<file path="config.mk">
export PLATFORM = sky130hd
export DESIGN_NAME = multicycle_control
export DESIGN_NICKNAME = d
export VERILOG_FILES = /design/src/rtl/mc_ctrl_pkg.sv /design/src/rtl/mc_ctrl_decode.sv /design/src/rtl/multicycle_control.sv
export SDC_FILE = /design/constraint.sdc
export NUM_CORES = 1
export LEC_CHECK = 0
export CORE_UTILIZATION = 41
export DETAILED_ROUTE_END_ITERATION = 8
export PLACE_DENSITY_LB_ADDON = 0.2
export SLEW_MARGIN = 25
export SYNTH_ARGS = -nofsm -noshare
export SYNTH_HDL_FRONTEND = slang
export SYNTH_SLANG_ARGS = --single-unit
</file>
<file path="constraint.sdc">
create_clock -name clk -period 1.45 [get_ports clk]
set_input_delay 0.435 -clock clk [delete_from_list [all_inputs] [get_ports clk]]
set_output_delay 0.435 -clock clk [all_outputs]
set_load 0.03 [all_outputs]
</file>
<file path="src/rtl/mc_ctrl_pkg.sv">
// mc_ctrl_pkg: shared constants and types for the multicycle MIPS main control.
//   - state_t   : 4-bit FSM state encoding
//   - OP_*      : instruction opcodes (IR[31:26])
//   - ALUOP_*   : ALUOp encodings consumed by ALU_control
//   - SRCB_*, PCSRC_* : datapath mux select encodings
//   - ctrl_t    : packed control word produced by mc_ctrl_decode
//   - dispatch(): DECODE-state opcode dispatch (FETCH means illegal opcode)
// Optional feature macro: MC_CTRL_BNE_EN (bne takes the beq path to BRANCH).
package mc_ctrl_pkg;

  typedef enum logic [3:0] {
    S_FETCH  = 4'd0,
    S_DECODE = 4'd1,
    S_MEMADR = 4'd2,
    S_MEMRD  = 4'd3,
    S_MEMWB  = 4'd4,
    S_MEMWR  = 4'd5,
    S_EXEC   = 4'd6,
    S_RWB    = 4'd7,
    S_BRANCH = 4'd8,
    S_JUMP   = 4'd9,
    S_IEXEC  = 4'd10,
    S_IWB    = 4'd11
  } state_t;

  localparam logic [5:0] OP_RTYPE = 6'b000000;
  localparam logic [5:0] OP_LW    = 6'b100011;
  localparam logic [5:0] OP_SW    = 6'b101011;
  localparam logic [5:0] OP_BEQ   = 6'b000100;
  localparam logic [5:0] OP_BNE   = 6'b000101;
  localparam logic [5:0] OP_J     = 6'b000010;
  localparam logic [5:0] OP_ADDI  = 6'b001000;
  localparam logic [5:0] OP_ANDI  = 6'b001100;
  localparam logic [5:0] OP_ORI   = 6'b001101;
  localparam logic [5:0] OP_XORI  = 6'b001110;
  localparam logic [5:0] OP_SLTI  = 6'b001010;

  localparam logic [1:0] ALUOP_ADD   = 2'b00;
  localparam logic [1:0] ALUOP_SUB   = 2'b01;
  localparam logic [1:0] ALUOP_FUNCT = 2'b10;
  localparam logic [1:0] ALUOP_ITYPE = 2'b11;

  localparam logic [1:0] SRCB_B      = 2'b00;
  localparam logic [1:0] SRCB_FOUR   = 2'b01;
  localparam logic [1:0] SRCB_IMM    = 2'b10;
  localparam logic [1:0] SRCB_IMM_SH = 2'b11;

  localparam logic [1:0] PCSRC_ALU    = 2'b00;
  localparam logic [1:0] PCSRC_ALUOUT = 2'b01;
  localparam logic [1:0] PCSRC_JUMP   = 2'b10;

  typedef struct packed {
    logic       pc_write;
    logic       pc_write_cond;
    logic       branch_ne;
    logic       iord;
    logic       mem_read;
    logic       mem_write;
    logic       ir_write;
    logic       mem_to_reg;
    logic       reg_dst;
    logic       reg_write;
    logic       alu_src_a;
    logic [1:0] alu_src_b;
    logic       zero_ext;
    logic [1:0] alu_op;
    logic [1:0] pc_source;
    logic       illegal_op;
    logic       instr_done;
  } ctrl_t;

  // Where DECODE goes for a given opcode; S_FETCH marks an unknown opcode.
  function automatic state_t dispatch(input logic [5:0] op);
    state_t nxt;
    case (op)
      OP_RTYPE:                                      nxt = S_EXEC;
      OP_LW, OP_SW:                                  nxt = S_MEMADR;
      OP_BEQ:                                        nxt = S_BRANCH;
`ifdef MC_CTRL_BNE_EN
      OP_BNE:                                        nxt = S_BRANCH;
`endif
      OP_J:                                          nxt = S_JUMP;
      OP_ADDI, OP_ANDI, OP_ORI, OP_XORI, OP_SLTI:    nxt = S_IEXEC;
      default:                                       nxt = S_FETCH;
    endcase
    return nxt;
  endfunction

  // Logical immediates take a zero-extended operand.
  function automatic logic is_zext_op(input logic [5:0] op);
    return (op == OP_ANDI) || (op == OP_ORI) || (op == OP_XORI);
  endfunction

endpackage

</file>
<file path="src/rtl/mc_ctrl_decode.sv">
// mc_ctrl_decode: combinational state-to-control-word decode.
// Ports:
//   state     in  current FSM state
//   mem_ready in  memory access complete (only FETCH and MEMWR look at it)
//   op        in  live opcode, used in DECODE to flag unknown opcodes
//   op_q      in  opcode latched when leaving DECODE
//   ctrl      out full control word (unused fields are 0)
// Macro MC_CTRL_BNE_EN: when defined, BranchNe is raised in BRANCH for bne.
module mc_ctrl_decode
  import mc_ctrl_pkg::*;
(
  input  state_t     state,
  input  logic       mem_ready,
  input  logic [5:0] op,
  input  logic [5:0] op_q,
  output ctrl_t      ctrl
);

  // Moore control word per state; everything defaults to 0.
  always_comb begin
    ctrl = '0;
    case (state)
      S_FETCH: begin
        ctrl.mem_read  = 1'b1;
        ctrl.ir_write  = mem_ready;
        ctrl.pc_write  = mem_ready;
        ctrl.alu_src_b = SRCB_FOUR;
        ctrl.alu_op    = ALUOP_ADD;
        ctrl.pc_source = PCSRC_ALU;
      end
      S_DECODE: begin
        // Precompute the branch target into ALUOut.
        ctrl.alu_src_b  = SRCB_IMM_SH;
        ctrl.alu_op     = ALUOP_ADD;
        ctrl.illegal_op = (dispatch(op) == S_FETCH);
      end
      S_MEMADR: begin
        ctrl.alu_src_a = 1'b1;
        ctrl.alu_src_b = SRCB_IMM;
        ctrl.alu_op    = ALUOP_ADD;
      end
      S_MEMRD: begin
        ctrl.mem_read = 1'b1;
        ctrl.iord     = 1'b1;
      end
      S_MEMWR: begin
        ctrl.mem_write  = 1'b1;
        ctrl.iord       = 1'b1;
        ctrl.instr_done = mem_ready;
      end
      S_MEMWB: begin
        ctrl.reg_write  = 1'b1;
        ctrl.mem_to_reg = 1'b1;
        ctrl.reg_dst    = 1'b0;
        ctrl.instr_done = 1'b1;
      end
      S_EXEC: begin
        ctrl.alu_src_a = 1'b1;
        ctrl.alu_src_b = SRCB_B;
        ctrl.alu_op    = ALUOP_FUNCT;
      end
      S_RWB: begin
        ctrl.reg_write  = 1'b1;
        ctrl.reg_dst    = 1'b1;
        ctrl.instr_done = 1'b1;
      end
      S_BRANCH: begin
        ctrl.alu_src_a     = 1'b1;
        ctrl.alu_src_b     = SRCB_B;
        ctrl.alu_op        = ALUOP_SUB;
        ctrl.pc_write_cond = 1'b1;
        ctrl.pc_source     = PCSRC_ALUOUT;
        ctrl.instr_done    = 1'b1;
`ifdef MC_CTRL_BNE_EN
        ctrl.branch_ne     = (op_q == OP_BNE);
`else
        ctrl.branch_ne     = 1'b0;
`endif
      end
      S_JUMP: begin
        ctrl.pc_write   = 1'b1;
        ctrl.pc_source  = PCSRC_JUMP;
        ctrl.instr_done = 1'b1;
      end
      S_IEXEC: begin
        ctrl.alu_src_a = 1'b1;
        ctrl.alu_src_b = SRCB_IMM;
        ctrl.alu_op    = ALUOP_ITYPE;
        ctrl.zero_ext  = is_zext_op(op_q);
      end
      S_IWB: begin
        ctrl.reg_write  = 1'b1;
        ctrl.reg_dst    = 1'b0;
        ctrl.instr_done = 1'b1;
      end
      default: begin
        ctrl = '0;
      end
    endcase
  end

endmodule

</file>
<file path="src/rtl/multicycle_control.sv">
// multicycle_control: main control FSM of the multicycle MIPS CPU.
// Holds the state register, the latched opcode and the next-state logic;
// the per-state control word comes from mc_ctrl_decode.
// Ports:
//   clk, rst_n (synchronous, active-low)
//   Op[5:0]      opcode IR[31:26], valid from DECODE onward
//   mem_ready    memory completed the current access
//   PCWrite, PCWriteCond, BranchNe, IorD, MemRead, MemWrite, IRWrite,
//   MemtoReg, RegDst, RegWrite, ALUSrcA, ALUSrcB[1:0], ZeroExt,
//   ALUOp[1:0], PCSource[1:0]  datapath controls
//   illegal_op   pulse in DECODE for an unknown opcode
//   instr_done   pulse in the last state of each instruction
// Macro MC_CTRL_BNE_EN: enables bne (000101) via the BRANCH state.
module multicycle_control
  import mc_ctrl_pkg::*;
(
  input  logic       clk,
  input  logic       rst_n,
  input  logic [5:0] Op,
  input  logic       mem_ready,
  output logic       PCWrite,
  output logic       PCWriteCond,
  output logic       BranchNe,
  output logic       IorD,
  output logic       MemRead,
  output logic       MemWrite,
  output logic       IRWrite,
  output logic       MemtoReg,
  output logic       RegDst,
  output logic       RegWrite,
  output logic       ALUSrcA,
  output logic [1:0] ALUSrcB,
  output logic       ZeroExt,
  output logic [1:0] ALUOp,
  output logic [1:0] PCSource,
  output logic       illegal_op,
  output logic       instr_done
);

  state_t     state_r;
  state_t     state_nxt_s;
  logic [5:0] op_q_r;
  ctrl_t      dec_s;
  ctrl_t      ctrl_s;

  // Next-state logic.
  always_comb begin
    state_nxt_s = state_r;
    case (state_r)
      S_FETCH: begin
        if (mem_ready) state_nxt_s = S_DECODE;
        else           state_nxt_s = S_FETCH;
      end
      S_DECODE: state_nxt_s = dispatch(Op);
      S_MEMADR: begin
        if (op_q_r == OP_SW) state_nxt_s = S_MEMWR;
        else                 state_nxt_s = S_MEMRD;
      end
      S_MEMRD: begin
        if (mem_ready) state_nxt_s = S_MEMWB;
        else           state_nxt_s = S_MEMRD;
      end
      S_MEMWR: begin
        if (mem_ready) state_nxt_s = S_FETCH;
        else           state_nxt_s = S_MEMWR;
      end
      S_EXEC:   state_nxt_s = S_RWB;
      S_IEXEC:  state_nxt_s = S_IWB;
      S_MEMWB, S_RWB, S_IWB, S_BRANCH, S_JUMP: state_nxt_s = S_FETCH;
      default:  state_nxt_s = S_FETCH;
    endcase
  end

  // State register and opcode latch (opcode captured on the DECODE exit edge).
  always_ff @(posedge clk) begin
    if (!rst_n) begin
      state_r <= S_FETCH;
      op_q_r  <= 6'b000000;
    end else begin
      state_r <= state_nxt_s;
      if (state_r == S_DECODE) op_q_r <= Op;
      else                     op_q_r <= op_q_r;
    end
  end

  mc_ctrl_decode u_decode (
    .state     (state_r),
    .mem_ready (mem_ready),
    .op        (Op),
    .op_q      (op_q_r),
    .ctrl      (dec_s)
  );

  // Reset forces every strobe and select low in the very cycle it is seen,
  // so an abandoned memory wait drops its request immediately.
  always_comb begin
    if (!rst_n) ctrl_s = '0;
    else        ctrl_s = dec_s;
  end

  assign PCWrite     = ctrl_s.pc_write;
  assign PCWriteCond = ctrl_s.pc_write_cond;
  assign BranchNe    = ctrl_s.branch_ne;
  assign IorD        = ctrl_s.iord;
  assign MemRead     = ctrl_s.mem_read;
  assign MemWrite    = ctrl_s.mem_write;
  assign IRWrite     = ctrl_s.ir_write;
  assign MemtoReg    = ctrl_s.mem_to_reg;
  assign RegDst      = ctrl_s.reg_dst;
  assign RegWrite    = ctrl_s.reg_write;
  assign ALUSrcA     = ctrl_s.alu_src_a;
  assign ALUSrcB     = ctrl_s.alu_src_b;
  assign ZeroExt     = ctrl_s.zero_ext;
  assign ALUOp       = ctrl_s.alu_op;
  assign PCSource    = ctrl_s.pc_source;
  assign illegal_op  = ctrl_s.illegal_op;
  assign instr_done  = ctrl_s.instr_done;

endmodule

</file>
==> results_dict.tcl, run 1 <==
set metrics [dict create \
    grt_max_degree 13 \
    synth_area_leader_cell "dfxtp_1" \
    io-pin-count 29 \
    yosys_most_used_dff "dfxtp_1" \
    placed_cell_area_um2 1590 \
    ys_ff_latch 10 \
    synth.distinct_cells 41 \
    syn_inst 123 \
    die_x_um 48.6 \
    synth.area.top_cells "dfxtp_1, nand2_1, a21boi_0" \
    yosysWarnings 0 \
    worstEpCategory "primary output" \
    ys_async_sr_fraction_pct 0 \
    htreeDepth 1 \
    gp_congestion 0.829 \
    clock-sinks 10 \
    clock_path_buffers 2 \
    numCtsBuffers 3 \
    grt_repair_worst_endpoint "ZeroExt" \
    start_util_pct 44.4 \
    rows 16 \
    syn-num-nets 132 \
    cts_root_buf "clkbuf_4" \
    synth_edf_count 0 \
    die_y_um 48.6 \
    avgSynthCellArea_um2 7.23 \
    synth_top_area_share_pct 22.5 \
    tool.error "[ERROR DPL-0038] Utilization greater than 100%, impossible to legalize" \
    hpwl_mm 2.30 \
    outcome "stopped before the end" \
    syn_area_um2 890 \
    stop_stage "5_1_grt" \
    synth_seq_area_share_pct 22.5 \
    portBuffers 27 \
]
cell usage after synthesis (all sizes together) (2+ instances only):
cell / n
nand2: 22
buf: 10
dfxtp: 10
nor2: 10
nor3: 7
a21boi: 6
nand2b: 6
nor2b: 6
o21ai: 5
a21oi: 3
a31oi: 3
and3: 3
o21a: 3
a211oi: 2
a32o: 2
nand3: 2
nand3b: 2
nor4: 2
xor2: 2
timing repair:
action | in CTS
pin swaps | 18
gates resized for setup | 88
hold buffers | 0
setup endpoints to repair | 27
buffers inserted | 11
per-stage QoR:
stage | setup TNS [ns] | hold slack [ns] | std cells | setup WS (ns)
after floorplan | -1.58 | 0.438 | 123 | -0.237
after global placement | -12.48 | 0.451 | 205 | -0.793
after detailed placement | -13.52 | 0.466 | 205 | -0.847
after CTS | -6.40 | 0.446 | 217 | -0.411
cells by family after synthesis:
logic type,Yosys count,synth area share [%]
and+or+nand+nor,68,42.2
other,1,0.422
DFF,10,22.5
xor gates and xnor gates,2,1.97
AOI/OAI and AO/OA,30,24.5
buffers and inverters,12,8.44
==> run 2: changes to the inputs <==
Settings changed: CORE_AREA set to 2 2 63 65, CORE_UTILIZATION 41 to not set, DIE_AREA set to 0 0 65 67, PLACE_DENSITY_LB_ADDON 0.2 to 0.15.
Clock period 1.45 ns to 1.9 ns, I/O delays scaled along.
==> run 2 against run 1 <==
Net effect: synthesized cell count unchanged; area after synthesis unchanged; the flow now finishes, with violations (setup timing).
==> results_dict.tcl, run 2 <==
set metrics [dict create \
    cts.clk_slew.worst_paths_ns 0.04 \
    finalCriticalPeriod_ns 2.12 \
    antenna_left 0 \
    antenna_found_initial 0 \
    violations "setup timing" \
    synth_seq_area_share_pct 22.5 \
    synth_top_area_share_pct 22.5 \
    io-pin-count 29 \
    synth_area_leader_cell "dfxtp_1" \
    regMostFlops "op_q_r" \
    final_common_cell "buf_4" \
    die_x_um 65 \
    synth.area.top_cells "dfxtp_1, nand2_1, a21boi_0" \
    finalSetupViolations 3 \
    top_regs "op_q_r: 6 flops, state_r: 4 flops" \
    portBuffers 27 \
    grtUsageTotal_pct 15.8 \
    yosys_most_used_dff "dfxtp_1" \
    clock-sinks 10 \
    grt_pass1_wl_mm 5.27 \
    drt-initial-drc-count 42 \
    yosysMostFrequentCell "nand2_1" \
    multi_input_area_um2 898 \
    slew_violations 0 \
    required_ns 1.33 \
    timing.final.ws_setup_ns -0.220 \
    start_util_pct 24.7 \
    synth.distinct_cells 41 \
    post-route-cell-area_um2 1870 \
    outcome "finished, violations left" \
    rsz0062_at_grt "yes" \
    rows 22 \
    synth_edf_count 0 \
    final_cell_mix "buf_4, nand2_1, buf_6, nor2_1, a21boi_0" \
    post-route-period-util_pct 112 \
    critPathKind "in -> out" \
    seqCellArea_um2 214 \
    drtPass1Iterations 4 \
    vias_per_cell 4.76 \
    grt_max_degree 11 \
    power.density_nw_per_um2 388 \
    fin_worst_skew_ns 0.000323 \
    postCtsHoldBufs 0 \
    gp_congestion 0.783 \
    syn2layout_area_growth_pct 110 \
    diodes 0 \
    routedWlPerCell_um 14.1 \
    cts_tree "built" \
    final_nets 192 \
    die_area_um2 4360 \
    crit_path_end_kind "output pin" \
    htreeDepth 1 \
    wl_mm 3.24 \
    synth_common_cells "nand2_1, dfxtp_1, nor2_1" \
    cap_viol_max_count 0 \
    grt_pass1_vias 1123 \
    hold_ws_ns 0.463 \
    worstPathArrival_ns 1.55 \
    grt-ovfl-total 0 \
    ys_ff_latch 10 \
    hpwl_mm 2.24 \
    worstSkewPairLatency_ns 0.23 \
    cts_root_buf "clkbuf_8" \
    power_mw 0.725 \
    avgSynthCellArea_um2 7.23 \
    min_path_type "reg -> reg" \
    drc 0 \
    core-area_um2 3610 \
    die_y_um 67 \
    syn_inst 123 \
    max_clock_freq_mhz 472 \
    p_leak_nw 0.775 \
    worstPathMaxFanout 3 \
    largest_register_ffs 6 \
    numCtsBuffers 3 \
    startpoint_type "input port" \
    vdd_drop_max_v 0.000328 \
    placed_cell_area_um2 1400 \
    syn-num-nets 132 \
    syn_area_um2 890 \
    ys_async_sr_fraction_pct 0 \
    clock_path_buffers 2 \
    hold_violations 0 \
    yosysWarnings 0 \
    fill_cells 332 \
    layout-drive-gt1-share_pct 63.5 \
    vias 1090 \
]
[run 2: layout make-up]
type,instances,area share (%)
multi-input combinational,101,48.1
timing repair buffer,66,34.9
sequential,10,11.4
tap,48,3.21
clock buffer,3,2.21
inverter,1,0.201
[run 2: kinds of logic (layout without fill, tap and decap cells)]
| group | Yosys count | count (layout) | synth area share [%] |
|---|---|---|---|
| and+or+nand+nor | 68 | 68 | 42.2 |
| AOI/OAI and AO/OA | 30 | 30 | 24.5 |
| buffers and inverters | 12 | 70 | 8.44 |
| DFF | 10 | 10 | 22.5 |
| xor gates and xnor gates | 2 | 2 | 1.97 |
| other | 1 | 1 | 0.422 |
[run 2: worst paths after layout]
| path | start | cells after the start | slack [ns] | end |
|---|---|---|---|---|
| max | Op[3] | 6 | -0.22 | illegal_op |
| min | op_q_r[4] | 2 | 0.46 | op_q_r[4] |
| max reg2reg | state_r[1] | 7 | 0.20 | state_r[0] |
| min reg2reg | op_q_r[4] | 2 | 0.46 | op_q_r[4] |
[run 2: worst max-delay path: stages]
cell and delay (ns):
buf_6 0.10, nor4bb_4 0.16, a31oi_4 0.17, a21oi_4 0.09
nor4_4 0.26, buf_4 0.20
[run 2: stage by stage]
step	util (%)	setup slack, ns	instances	setup TNS [ns]
4_1_cts	48.5	-0.343	228	-0.530
3_3_place_gp	38.8	-0.696	213	-9.60
2_1_floorplan	-	-0.138	123	-0.348
5_1_grt	51.8	-0.258	229	-0.755
3_5_place_dp	38.8	-0.709	213	-9.44
6_report	51.8	-0.220	229	-0.371
[run 2: what timing repair did]
item,CTS,global route
gates resized for setup,67,44
buffers inserted,11,3
setup endpoints to repair,19,16
cloned,3,0
pin swaps,12,14
[run 2: report_power, final]
part	internal [mW]	leakage, nW	switching, mW	total, mW
logic	0.149	0.669	0.138	0.288
clock network	0.138	0.0216	0.0708	0.208
registers	0.218	0.0846	0.0105	0.229
total	0.505	0.775	0.220	0.725
[run 2: routing by layer]
metal | share of wire (%) | routed length (µm) | vias up | track usage, %
li1 | - | - | 552 | -
met1 | 41 | 1330 | 508 | 17.5
met2 | 55 | 1780 | 27 | 31.1
met3 | 3.6 | 117 | 3 | 2.87
met4 | 0.25 | 8 | 0 | 3.46
met5 | 0 | 0 | - | 0
(Power assumes the default switching activity.)
==> run 3: changes to the inputs <==
Settings changed: GPL_TIMING_DRIVEN set to 0, SLEW_MARGIN 25 to not set.
==> run 3 against run 2 <==
Net effect: the flow still finishes with violations (setup timing); non-clock buffer count is 6 lower; clock skew hardly changed; wire length is 0.28% lower; via count is 0.83% higher; cell count is 2.2% lower; hold slack better by 0.0059 ns; count of clock-buffer cells in the layout is 1 higher; maximum frequency is 1.8% lower; sequential power hardly changed; final area is 0.20% lower; flip-flop and latch count stayed put; total power is 6.1% higher; largest cell class unchanged; highest routed layer unchanged.
==> results_dict.tcl, run 3 (synthesis gave the netlist of run 2 again) <==
set metrics [dict create \
    die_x_um 65 \
    finalSetupViolations 10 \
    vias 1099 \
    worstPathArrival_ns 1.59 \
    seqCellArea_um2 203 \
    antenna_found_initial 0 \
    core-area_um2 3610 \
    critPathKind "in -> out" \
    rows 22 \
    multi_input_area_um2 920 \
    slew_violations 0 \
    cts_tree "built" \
    power.density_nw_per_um2 412 \
    cts.clk_slew.worst_paths_ns 0.05 \
    vias_per_cell 4.91 \
    routedWlPerCell_um 14.4 \
    drtPass1Iterations 4 \
    grtUsageTotal_pct 14.4 \
    hpwl_mm 2.05 \
    clock-sinks 10 \
    grt_pass1_wl_mm 4.88 \
    worstSkewPairLatency_ns 0.23 \
    start_util_pct 24.7 \
    post-place-ws_ns -1.42 \
    grt_max_degree 11 \
    hp-start "op_q_r[4]" \
    wl_mm 3.23 \
    reg2reg_depth 7 \
    startpoint_type "input port" \
    worstPathMaxFanout 5 \
    p_leak_nw 0.750 \
    diodes 0 \
    hold_violations 0 \
    cts_root_buf "clkbuf_8" \
    totalNegativeSetupSlack_ns -0.533 \
    fill_cells 340 \
    grt-ovfl-total 0 \
    timing.final.ws_setup_ns -0.259 \
    die_y_um 67 \
    final_common_cell "buf_4" \
    grt_pass1_vias 1029 \
    final_nets 186 \
    postCtsHoldBufs 0 \
    layout-drive-gt1-share_pct 60.2 \
    required_ns 1.33 \
    htreeDepth 1 \
    reg2reg_to "state_r[2]" \
    top_regs "op_q_r: 6 flops, state_r: 4 flops" \
    io-pin-count 29 \
    drc 0 \
    die_area_um2 4360 \
    clock_path_buffers 2 \
    min_path_type "reg -> reg" \
    rrSetupSlack_ns 0.35 \
    regMostFlops "op_q_r" \
    drt-initial-drc-count 25 \
    syn2layout_area_growth_pct 110 \
    post-route-period-util_pct 114 \
    cap_viol_max_count 0 \
    finalCriticalPeriod_ns 2.16 \
    hold_end "op_q_r[4]" \
    rsz0062_at_grt "yes" \
    portBuffers 27 \
    fin_worst_skew_ns 0.000480 \
    crit_path_end_kind "output pin" \
    min_path_cells 2 \
    r2r_start "state_r[1]" \
    largest_register_ffs 6 \
    violations "setup timing" \
    max_clock_freq_mhz 463 \
    numCtsBuffers 3 \
    outcome "finished, violations left" \
    antenna_left 0 \
    final_cell_mix "buf_4, buf_6, nand2_1, dfxtp_1, a21boi_0" \
    gp_congestion 0.726 \
    vdd_drop_max_v 0.000332 \
]
run 3: worst max path at each step:
stage / start / endpoint / slack (ns) / cells after the start
global route: Op[2] / illegal_op / -0.32 / 6
finish: Op[1] / illegal_op / -0.26 / 6
detailed placement: rst_n / illegal_op / -1.42 / 5
global placement: rst_n / illegal_op / -1.41 / 5
floorplan: rst_n / illegal_op / -0.14 / 3
CTS: Op[0] / illegal_op / -0.21 / 5
run 3: worst max-delay path, stage by stage:
cell	delay [ns]
buf_8	0.11
nor2b_4	0.14
a31oi_2	0.17
a21oi_2	0.10
nor4_4	0.30
buf_4	0.20
run 3: area by class of cell:
cell class              count  share of cell area (%)
multi-input cells         101                    49.3
repair buffers             50                    25.9
flip-flops and latches     10                    10.9
plain buffers              10                    7.58
well taps                  48                    3.22
clock buffers               4                    2.95
inverters                   1                   0.201
run 3: what timing repair did:
item,in CTS,in global routing
resized for setup,187,64
pin swaps,11,10
endpoints found under the setup margin,20,15
setup buffers,12,12
run 3: stage by stage:
stage	hold WS [ns]	instance area, µm²	utilization (%)	power (mW)	instances
after CTS	0.470	1590	44.1	0.730	213
after floorplan	0.438	985	-	0.351	123
after global placement	0.454	1320	36.5	0.415	198
after detailed placement	0.464	1320	36.5	0.416	198
final	0.469	1870	51.7	0.769	224
after global routing	0.503	1870	51.7	0.806	224
run 3: metal layers:
metal / share of wire [%] / global-route usage, % / wire (µm) / vias to the layer above
met5: 0 / 0 / 0 / -
met4: 1.3 / 5.05 / 42 / 0
met3: 4.5 / 2.03 / 144 / 6
met2: 54 / 26.9 / 1760 / 34
met1: 40 / 16.5 / 1280 / 519
li1: - / - / - / 540
run 3: power breakdown:
group          total, mW  switching, mW  internal [mW]  leakage [nW]
clock              0.271         0.0887          0.183        0.0288
combinational      0.269          0.139          0.130         0.639
sequential         0.229        0.00822          0.221        0.0823
